==> src/rtl/alu_cargador_operandos_if.sv <==
// ---------------------------------------------------------------------------
// alu_cargador_operandos_if
// Purpose : bundles the board-side and ALU-side signals of the ALU operand
//           loader so the loader and its surroundings connect through one port.
// Signals :
//   interruptores  n  operand switches, active-high          (board -> loader)
//   codigo         4  opcode switches, active-low on board   (board -> loader)
//   boton          1  load/advance button, active-low, async (board -> loader)
//   resultado_alu  4  ALU result, combinational              (ALU   -> loader)
//   flags_alu      4  {carry, cero, negativo, desbordamiento}(ALU   -> loader)
//   entrada1       n  registered operand 1                   (loader -> ALU)
//   entrada2       n  registered operand 2                   (loader -> ALU)
//   selector       4  registered opcode, already inverted    (loader -> ALU)
//   resultado      4  latched result for the display         (loader -> board)
//   flags          4  latched flags, same order as flags_alu (loader -> board)
//   etapa          4  one-hot stage LEDs {MUESTRA, OP, B, A} (loader -> board)
//   listo          1  latched result valid                   (loader -> board)
//   estado_dbg     3  raw FSM state, for observation only    (loader -> any)
// Handshake: there is no valid/ready pair on this bus. The only event is the
// debounced button press; the loader samples the switches on that single
// cycle and every output is a plain register that holds until the next event.
// Modports: slave = the loader, master = the board/ALU side driving it.
// ---------------------------------------------------------------------------
interface alu_cargador_operandos_if #(
    parameter int n = 4
);
    logic [n-1:0] interruptores;
    logic [3:0]   codigo;
    logic         boton;
    logic [3:0]   resultado_alu;
    logic [3:0]   flags_alu;
    logic [n-1:0] entrada1;
    logic [n-1:0] entrada2;
    logic [3:0]   selector;
    logic [3:0]   resultado;
    logic [3:0]   flags;
    logic [3:0]   etapa;
    logic         listo;
    logic [2:0]   estado_dbg;

    modport slave (
        input  interruptores, codigo, boton, resultado_alu, flags_alu,
        output entrada1, entrada2, selector, resultado, flags, etapa, listo,
               estado_dbg
    );

    modport master (
        output interruptores, codigo, boton, resultado_alu, flags_alu,
        input  entrada1, entrada2, selector, resultado, flags, etapa, listo,
               estado_dbg
    );
endinterface

==> src/rtl/alu_cargador_operandos.sv <==
// ---------------------------------------------------------------------------
// alu_cargador_operandos
// Purpose : input side of the board ALU. A debounced push-button steps a
//           sequenced load of operand 1, operand 2 and the opcode from the
//           switches, lets the ALU settle for one cycle, then latches the
//           result and flags for the 7-segment decoders.
// Ports   :
//   clk    in  system clock
//   reset  in  synchronous, active-high reset
//   bus    alu_cargador_operandos_if.slave (switches, button, ALU result and
//          flags in; operands, opcode, latched result/flags, stage LEDs,
//          listo and a debug copy of the FSM state out)
// Parameters: n (operand width), DEBOUNCE_CYCLES, TIMEOUT_CYCLES.
// Build option: define ALU_CARGADOR_TIMEOUT_EN to abandon a load that sits
//           idle in CARGA_B/CARGA_OP for TIMEOUT_CYCLES cycles. Without it the
//           FSM waits indefinitely. Ports are the same in both builds.
// ---------------------------------------------------------------------------
module alu_cargador_operandos #(
    parameter int n               = 4,
    parameter int DEBOUNCE_CYCLES = 250000,
    parameter int TIMEOUT_CYCLES  = 500000000
) (
    input logic                     clk,
    input logic                     reset,
    alu_cargador_operandos_if.slave bus
);

    localparam logic [2:0] CARGA_A  = 3'd0;
    localparam logic [2:0] CARGA_B  = 3'd1;
    localparam logic [2:0] CARGA_OP = 3'd2;
    localparam logic [2:0] EJECUTA  = 3'd3;
    localparam logic [2:0] MUESTRA  = 3'd4;

    localparam int             DW      = $clog2(DEBOUNCE_CYCLES + 1);
    localparam logic [DW-1:0]  DEB_MAX = DW'(DEBOUNCE_CYCLES - 1);

    // ---------------- button synchroniser and debouncer ----------------
    logic          sync1_q, sync1_d, sync2_q, sync2_d;
    logic          deb_q, deb_d;
    logic [DW-1:0] deb_cnt_q, deb_cnt_d;
    logic          pulsar_q, pulsar_d;
    logic [1:0]    vivo_q, vivo_d;
    logic          armado_q, armado_d;

    always_comb begin
        sync1_d   = bus.boton;
        sync2_d   = sync1_q;
        deb_d     = deb_q;
        deb_cnt_d = deb_cnt_q;
        pulsar_d  = 1'b0;
        vivo_d    = {vivo_q[0], 1'b1};
        // The synchroniser holds its reset value (released) for two cycles,
        // so only a released level seen after it carries real samples arms
        // the press detector. A button held through reset therefore has to
        // be released before it can produce a press.
        armado_d  = armado_q | (vivo_q[1] & deb_q & sync2_q);
        if (sync2_q == deb_q) begin
            deb_cnt_d = '0;
        end else if (deb_cnt_q == DEB_MAX) begin
            deb_d     = sync2_q;
            deb_cnt_d = '0;
            pulsar_d  = deb_q & ~sync2_q & armado_q;
        end else if (deb_cnt_q != '1) begin
            deb_cnt_d = deb_cnt_q + 1'b1;
        end
    end

    always_ff @(posedge clk) begin
        if (reset) begin
            sync1_q   <= 1'b1;
            sync2_q   <= 1'b1;
            deb_q     <= 1'b1;
            deb_cnt_q <= '0;
            pulsar_q  <= 1'b0;
            vivo_q    <= 2'b00;
            armado_q  <= 1'b0;
        end else begin
            sync1_q   <= sync1_d;
            sync2_q   <= sync2_d;
            deb_q     <= deb_d;
            deb_cnt_q <= deb_cnt_d;
            pulsar_q  <= pulsar_d;
            vivo_q    <= vivo_d;
            armado_q  <= armado_d;
        end
    end

    // ---------------- load FSM ----------------
    logic [2:0]   estado_q, estado_d;
    logic [n-1:0] entrada1_q, entrada1_d, entrada2_q, entrada2_d;
    logic [3:0]   selector_q, selector_d;
    logic [3:0]   resultado_q, resultado_d, flags_q, flags_d;
    logic         listo_q, listo_d;
    logic         timeout_hit;

`ifdef ALU_CARGADOR_TIMEOUT_EN
    localparam int            TW     = $clog2(TIMEOUT_CYCLES + 1);
    localparam logic [TW-1:0] TO_MAX = TW'(TIMEOUT_CYCLES - 1);

    logic [TW-1:0] to_cnt_q, to_cnt_d;
    logic          esperando;

    assign esperando   = (estado_q == CARGA_B) || (estado_q == CARGA_OP);
    assign timeout_hit = esperando && (to_cnt_q == TO_MAX);

    always_comb begin
        to_cnt_d = to_cnt_q;
        if (!esperando || pulsar_q || timeout_hit) begin
            to_cnt_d = '0;
        end else if (to_cnt_q != '1) begin
            to_cnt_d = to_cnt_q + 1'b1;
        end
    end

    always_ff @(posedge clk) begin
        if (reset) begin
            to_cnt_q <= '0;
        end else begin
            to_cnt_q <= to_cnt_d;
        end
    end
`else
    assign timeout_hit = 1'b0;
`endif

    always_comb begin
        estado_d    = estado_q;
        entrada1_d  = entrada1_q;
        entrada2_d  = entrada2_q;
        selector_d  = selector_q;
        resultado_d = resultado_q;
        flags_d     = flags_q;
        listo_d     = listo_q;
        case (estado_q)
            CARGA_A: begin
                if (pulsar_q) begin
                    entrada1_d = bus.interruptores;
                    estado_d   = CARGA_B;
                end
            end
            CARGA_B: begin
                // A press on the timeout cycle wins: the load happens.
                if (pulsar_q) begin
                    entrada2_d = bus.interruptores;
                    estado_d   = CARGA_OP;
                end else if (timeout_hit) begin
                    estado_d   = CARGA_A;
                end
            end
            CARGA_OP: begin
                if (pulsar_q) begin
                    selector_d = ~bus.codigo;
                    estado_d   = EJECUTA;
                end else if (timeout_hit) begin
                    estado_d   = CARGA_A;
                end
            end
            EJECUTA: begin
                // One settle cycle for the combinational ALU; presses here
                // are dropped rather than queued.
                resultado_d = bus.resultado_alu;
                flags_d     = bus.flags_alu;
                listo_d     = 1'b1;
                estado_d    = MUESTRA;
            end
            MUESTRA: begin
                if (pulsar_q) begin
                    listo_d  = 1'b0;
                    estado_d = CARGA_A;
                end
            end
            default: estado_d = CARGA_A;
        endcase
    end

    always_ff @(posedge clk) begin
        if (reset) begin
            estado_q    <= CARGA_A;
            entrada1_q  <= '0;
            entrada2_q  <= '0;
            selector_q  <= 4'b0000;
            resultado_q <= 4'b0000;
            flags_q     <= 4'b0000;
            listo_q     <= 1'b0;
        end else begin
            estado_q    <= estado_d;
            entrada1_q  <= entrada1_d;
            entrada2_q  <= entrada2_d;
            selector_q  <= selector_d;
            resultado_q <= resultado_d;
            flags_q     <= flags_d;
            listo_q     <= listo_d;
        end
    end

    logic [3:0] etapa;

    always_comb begin
        case (estado_q)
            CARGA_A:          etapa = 4'b0001;
            CARGA_B:          etapa = 4'b0010;
            CARGA_OP:         etapa = 4'b0100;
            EJECUTA, MUESTRA: etapa = 4'b1000;
            default:          etapa = 4'b0001;
        endcase
    end

    assign bus.entrada1   = entrada1_q;
    assign bus.entrada2   = entrada2_q;
    assign bus.selector   = selector_q;
    assign bus.resultado  = resultado_q;
    assign bus.flags      = flags_q;
    assign bus.etapa      = etapa;
    assign bus.listo      = listo_q;
    assign bus.estado_dbg = estado_q;

endmodule

==> src/flat_wrapper.sv <==
// flat-port wrapper written by rule: the top's interface ports become plain ports
module alu_cargador_operandos_flat 
#(
    parameter int n               = 4,
    parameter int DEBOUNCE_CYCLES = 250000,
    parameter int TIMEOUT_CYCLES  = 500000000
)
  (clk, reset, bus_interruptores, bus_codigo, bus_boton, bus_resultado_alu, bus_flags_alu, bus_entrada1, bus_entrada2, bus_selector, bus_resultado, bus_flags, bus_etapa, bus_listo, bus_estado_dbg);
  alu_cargador_operandos_if #(.n(n)) bus_i ();
  input logic clk;
  input logic reset;
  input wire logic [$bits(bus_i.interruptores)-1:0] bus_interruptores;
  input wire logic [$bits(bus_i.codigo)-1:0] bus_codigo;
  input wire logic [$bits(bus_i.boton)-1:0] bus_boton;
  input wire logic [$bits(bus_i.resultado_alu)-1:0] bus_resultado_alu;
  input wire logic [$bits(bus_i.flags_alu)-1:0] bus_flags_alu;
  output wire logic [$bits(bus_i.entrada1)-1:0] bus_entrada1;
  output wire logic [$bits(bus_i.entrada2)-1:0] bus_entrada2;
  output wire logic [$bits(bus_i.selector)-1:0] bus_selector;
  output wire logic [$bits(bus_i.resultado)-1:0] bus_resultado;
  output wire logic [$bits(bus_i.flags)-1:0] bus_flags;
  output wire logic [$bits(bus_i.etapa)-1:0] bus_etapa;
  output wire logic [$bits(bus_i.listo)-1:0] bus_listo;
  output wire logic [$bits(bus_i.estado_dbg)-1:0] bus_estado_dbg;
  assign bus_i.interruptores = bus_interruptores;
  assign bus_i.codigo = bus_codigo;
  assign bus_i.boton = bus_boton;
  assign bus_i.resultado_alu = bus_resultado_alu;
  assign bus_i.flags_alu = bus_flags_alu;
  assign bus_entrada1 = bus_i.entrada1;
  assign bus_entrada2 = bus_i.entrada2;
  assign bus_selector = bus_i.selector;
  assign bus_resultado = bus_i.resultado;
  assign bus_flags = bus_i.flags;
  assign bus_etapa = bus_i.etapa;
  assign bus_listo = bus_i.listo;
  assign bus_estado_dbg = bus_i.estado_dbg;
  alu_cargador_operandos #(.n(n), .DEBOUNCE_CYCLES(DEBOUNCE_CYCLES), .TIMEOUT_CYCLES(TIMEOUT_CYCLES)) u_core (.clk(clk), .reset(reset), .bus(bus_i));
endmodule
==> config.mk <==
export PLATFORM = sky130hd
export DESIGN_NAME = alu_cargador_operandos_flat
export DESIGN_NICKNAME = d
export VERILOG_FILES = /design/src/rtl/alu_cargador_operandos_if.sv /design/src/rtl/alu_cargador_operandos.sv /design/src/flat_wrapper.sv
export SDC_FILE = /design/constraint.sdc
export NUM_CORES = 1
export LEC_CHECK = 0
export CAP_MARGIN = 20
export CORE_MARGIN = 1
export CORE_UTILIZATION = 43
export DETAILED_ROUTE_END_ITERATION = 8
export HOLD_SLACK_MARGIN = 0.12
export MAX_ROUTING_LAYER = met4
export PLACE_DENSITY_LB_ADDON = 0.1
export SETUP_SLACK_MARGIN = 0.3
export SLEW_MARGIN = 20
export SYNTH_ARGS = -nofsm -noshare
export SYNTH_HDL_FRONTEND = slang
export SYNTH_SLANG_ARGS = --single-unit
==> constraint.sdc <==
create_clock -name clk -period 1.95 [get_ports clk]
set_input_delay 0.4875 -clock clk [delete_from_list [all_inputs] [get_ports clk]]
set_output_delay 0.4875 -clock clk [all_outputs]
set_load 0.005 [all_outputs]
# ---- Word level (Yosys, flattened, before mapping)
# Cells that the tools add are included.
dict set report classes {
  add_sub_neg 1
  eq_ne 11
  mux 9
  bitwise_logic 9
  n_reduce_logical 11
}
# op count
set op_table {}
lappend op_table {{18-bit by 1-bit adder with 18-bit output, second input constant} 1}
lappend op_table {{18-bit == test, second input constant} 1}
lappend op_table {{18-bit inequality test, second input constant} 1}
lappend op_table {{3-bit one-hot mux with 5 select lines} 1}
lappend op_table {{3-bit 2-to-1 mux} 4}
lappend op_table {{4-bit one-hot mux with 3 select lines} 1}
lappend op_table {{2-bit AND reduction} 5}
lappend op_table {{2-bit by 1-bit inequality test with 1-bit output, second input constant} 4}
lappend op_table {{3-bit by 2-bit == test with 1-bit output, second input constant} 2}
lappend op_table {{3-bit OR reduction} 2}
lappend op_table {{1-bit bitwise AND} 4}
lappend op_table {{4-bit inverter} 1}
lappend op_table {{4-bit AND reduction} 1}
lappend op_table {{3-bit by 1-bit == test with 1-bit output, second input constant} 1}
lappend op_table {{3-bit == test, second input constant} 1}
lappend op_table {{3-bit logical NOT} 1}
lappend op_table {{1-bit inverter} 3}
lappend op_table {{1-bit 2-to-1 mux} 2}
lappend op_table {{1-bit one-hot mux with 2 select lines} 1}
lappend op_table {{2-bit nonzero test} 1}
lappend op_table {{2-bit OR reduction} 1}
lappend op_table {{1-bit == test} 1}
lappend op_table {{1-bit OR} 1}
dict set report totals {
  ff_bits 49
  inputBits 19
}

# ---- Depth between registers and ports, before layout
dict set report depth {
  depth_word 3
  ltp_mapped 7
}

# ---- Worst setup path before layout
# No wires, ideal clock.
dict set report synth_path {
  kind {flip-flop to output port}
  start {register u_core.estado_q[2], in the netlist u_core.bus.estado_dbg[2]}
  end {output port bus_etapa[3]}
  t_arrival_ns 1.178
  required_time_ns 1.462
  slack_ns 0.284
  path_stages_with_launch 6
  path_buffers 2
  path_cell_list {dfxtp_1 > clkbuf_1 > nand2b_1 > or2_2 > buf_2 > nand2_1}
}
dict set report synth_between {
  elab_chain_len 3
}
# element line
set synth_rtl {}
lappend synth_rtl {{start: declaration} alu_cargador_operandos.sv:89} ;# logic [2:0] estado_q, estado_d;
lappend synth_rtl {{start signal: assignment} alu_cargador_operandos.sv:186} ;# estado_q <= estado_d;
lappend synth_rtl {{3-bit by 2-bit == test with 1-bit output or 3-bit == test (tied branches)} alu_cargador_operandos.sv:199} ;# case (estado_q)
lappend synth_rtl {{2-bit OR reduction} alu_cargador_operandos.sv:199}
lappend synth_rtl {{4-bit one-hot mux with 3 select lines (*)} alu_cargador_operandos.sv:199}
lappend synth_rtl {{end: declaration} flat_wrapper.sv:22} ;# output wire logic [$bits(bus_i.etapa)-1:0] bus_etapa;
# Mark *: on every way between the ends. The rest lies on a longest branch, timed or not.

# ---- Worst setup path in the final report
# Ends and elaborated chain as after synthesis.

==> impl_metrics.ini <==
[run_status]
status = completed

[yosys]
synth_top_cell_area_share_pct = 46.2
synthesis.area_sq_um = 2120
synth_nets = 261
synth_top_flop_cell = dfxtp_1
synth_area_leaders = dfxtp_1 46%, a21oi_1 4.9%, nand2_1 4.8%
synth.distinct_cells = 41
async_flop_share_pct = 0
synth-edff-count = 0
synth.largest_area_cell = dfxtp_1
synth_cells = 240
yosysSeqAreaShare_pct = 46.2
ys_ff_latch = 49
avgSynthCellArea_sq_um = 8.85
synth_warnings = 0

[worst_setup_path]
regToRegStartpoint = u_core.deb_cnt_q[4]$_SDFFE_PP0P_
crit_type = reg2out
cp-start-kind = flop
reg2reg_slack_ns = 0.25
critPathCaptureType = output port
rr_worst_depth = 6
required_ns = 1.46
crit_arrival_ns = 1.25
cp_max_fo = 4
worstReg2RegEnd = u_core.deb_cnt_q[8]$_SDFFE_PP0P_

[cts]
cts_sinks = 49
cts_buffer_depth = 2
cts_max_level = 2
clk_latency_ns = 0.30
cts.clk_slew.worst_paths_ns = 0.09
cts_tree = done
cts_buffers = 5
cts_root_buf = clkbuf_8

[die]
die_area_sq_um = 5220
die-width_um = 72.3
initial_utilization_pct = 45.0
rows = 25
die_h_um = 72.3
core-area_sq_um = 4720
ios = 47

[global_route]
grtUsageTotal_pct = 20.8
overflow = 0
grt_pass1_vias = 1830
grt_max_degree = 31
grt_pass1_wl_um = 8370
antenna_found_initial = 0

[sta]
hold_viol = 0
setup_violations = 0
rsz0062_at_grt = yes
skew_ns = 0.00339
fin_tns_setup_ns = 0
clock.fmax_ghz = 0.577
timing.slew.headroom_pct = 63.9
post-route-period-util_pct = 88.9
slew_violations = 0
worst_slew_pin_slew_ns = 0.540
fin_crit_ns = 1.73

[detailed_routing]
num_vias = 2006
drc = 0
drtAntennaViolNets = 0
viasPerCell = 5.38
wl_per_cell_um = 14.2
drt_iter0_drc = 80
dr.pass1.iters = 4
wl_um = 5290

[cells_and_area]
num_antenna_cells = 0
layout_commonest_cell = clkdlybuf4s50_1
final_cells = 373
mostFrequentLayoutCells = 28 x clkdlybuf4s50_1, 27 x dfxtp_1, 26 x nand2_1, 22 x nor2_1, 21 x a21oi_1
layout-drive-gt1-share_pct = 27.5
syn_to_final_growth_pct = 46.0
final_net_count = 326

[min_path]
min-delay-start = u_core.sync1_q$_SDFF_PP1_
worstHoldEndpoint = u_core.sync2_q$_SDFF_PP1_
min_path_cells = 1
hp-class = reg2reg

[power_and_ir_drop]
seq_power_share_pct = 55.1
powerDensity_nw_per_um2 = 588
comb_power_share_pct = 3.8
ir_drop_uv = 382
p_leak_nw = 1.31
switchingPower_mw = 0.359
swShare_pct = 19.7
p_clk_share_pct = 41.1
internal_power_mw = 1.46

[job]
max_cap_violations = 0

[placement]
io_buffers = 46
gp_congestion = 0.857
dp_hpwl_um = 3300
post-place-cells = 358
[power groups by stage]
| stage | Clock [mW] | Combinational, mW | Sequential, mW |
|---|---|---|---|
| floorplan | 0 | 0.0196 | 1.03 |
| global placement | 0 | 0.0643 | 1.03 |
| detailed placement | 0 | 0.0637 | 1.03 |
| CTS | 0.768 | 0.0650 | 1.01 |
| global route | 0.795 | 0.0760 | 1.00 |
| finish | 0.749 | 0.0700 | 1.00 |
[kinds of logic after synthesis]
| group | after synthesis | share of synthesized area [%] |
|---|---|---|
| AND/OR/NAND/NOR | 113 | 29.2 |
| AO/OA/AOI/OAI | 49 | 14.9 |
| flip-flops | 49 | 46.2 |
| buffers and inverters | 17 | 3.89 |
| multiplexers | 9 | 4.24 |
| adder cells (fa/ha/maj) | 2 | 1.18 |
| XOR/XNOR | 1 | 0.413 |
[flip-flops by register name, indices dropped and copies added (netlist names)]
signal / count
u_core.armado_q: 1
u_core.bus.entrada1: 4
u_core.bus.entrada2: 4
u_core.bus.estado_dbg: 3
u_core.bus.flags: 4
u_core.bus.listo: 1
u_core.bus.resultado: 4
u_core.bus.selector: 4
u_core.deb_cnt_q: 18
u_core.deb_q: 1
u_core.pulsar_q: 1
u_core.sync1_q: 1
u_core.sync2_q: 1
u_core.vivo_q: 2
[cells in the mapped netlist (5+ instances only)]
master    number
dfxtp_1       49
nand2_1       27
nor2_1        24
a21oi_1       21
nor3_1        14
mux2i_1        9
nand3_1        9
inv_1          7
a211oi_1       6
and3_1         6
a31oi_1        5
o21ai_0        5
o31ai_1        5
or2_2          5
or4_1          5
[critical path, stage by stage, from the launching register on]
cell and delay, ns:
dfxtp_2 0.33, nand2b_4 0.14, or2_2 0.28, nand2_1 0.09
clkbuf_2 0.11
[routing by layer]
layer,global-route usage (%),wire length [um],vias up,share of wire [%]
met5,-,0,-,0
met4,5.45,51,0,0.96
met3,4.86,277,7,5.2
met2,32.8,2600,55,49
met1,26.9,2360,943,45
li1,-,-,1001,-
[repair_timing]
item / 4_1_cts / 5_1_grt
endpoints found under the hold margin: 0 / 0
gates resized for setup: 23 / 55
hold buffers: 0 / 0
setup buffers: 3 / 2
pin swaps: 0 / 7
setup endpoints to repair: 26 / 42
gates cloned: 0 / 2
[per-stage QoR]
step	hold slack (ns)	total power, mW	cell area (sq um)	utilization, %	setup slack, ns
after detailed placement	0.405	1.10	2750	58.1	0.110
after global placement	0.396	1.10	2750	58.1	0.125
after floorplan	0.389	1.05	2130	-	0.307
final	0.428	1.82	3100	65.6	0.217
after CTS	0.434	1.84	2920	61.8	0.107
after global routing	0.443	1.88	3100	65.6	0.153
[layout make-up]
type | count | area [sq um]
clock buffers | 7 | 86.3
clock inverters | 1 | 30.0
fillers | 391 | 1620
inverters | 7 | 26.3
multi-input cells | 174 | 1170
flip-flops and latches | 49 | 1020
well taps | 67 | 83.8
repair buffers | 68 | 687
[worst max-delay path by stage]
stage	startpoint	to	slack, ns
after global placement	u_core.bus.estado_dbg[0]$_SDFFE_PP0P_	bus_etapa[3]	0.12
final	u_core.bus.estado_dbg[2]$_SDFFE_PP0P_	bus_etapa[3]	0.22
after CTS	u_core.bus.estado_dbg[2]$_SDFFE_PP0P_	bus_etapa[3]	0.11
after global routing	u_core.bus.estado_dbg[2]$_SDFFE_PP0P_	bus_etapa[3]	0.15
after detailed placement	u_core.bus.estado_dbg[0]$_SDFFE_PP0P_	bus_etapa[3]	0.11
after floorplan	u_core.deb_cnt_q[0]$_SDFFE_PP0P_	u_core.deb_cnt_q[10]$_SDFFE_PP0P_	0.31
(Power assumes the default switching activity.)
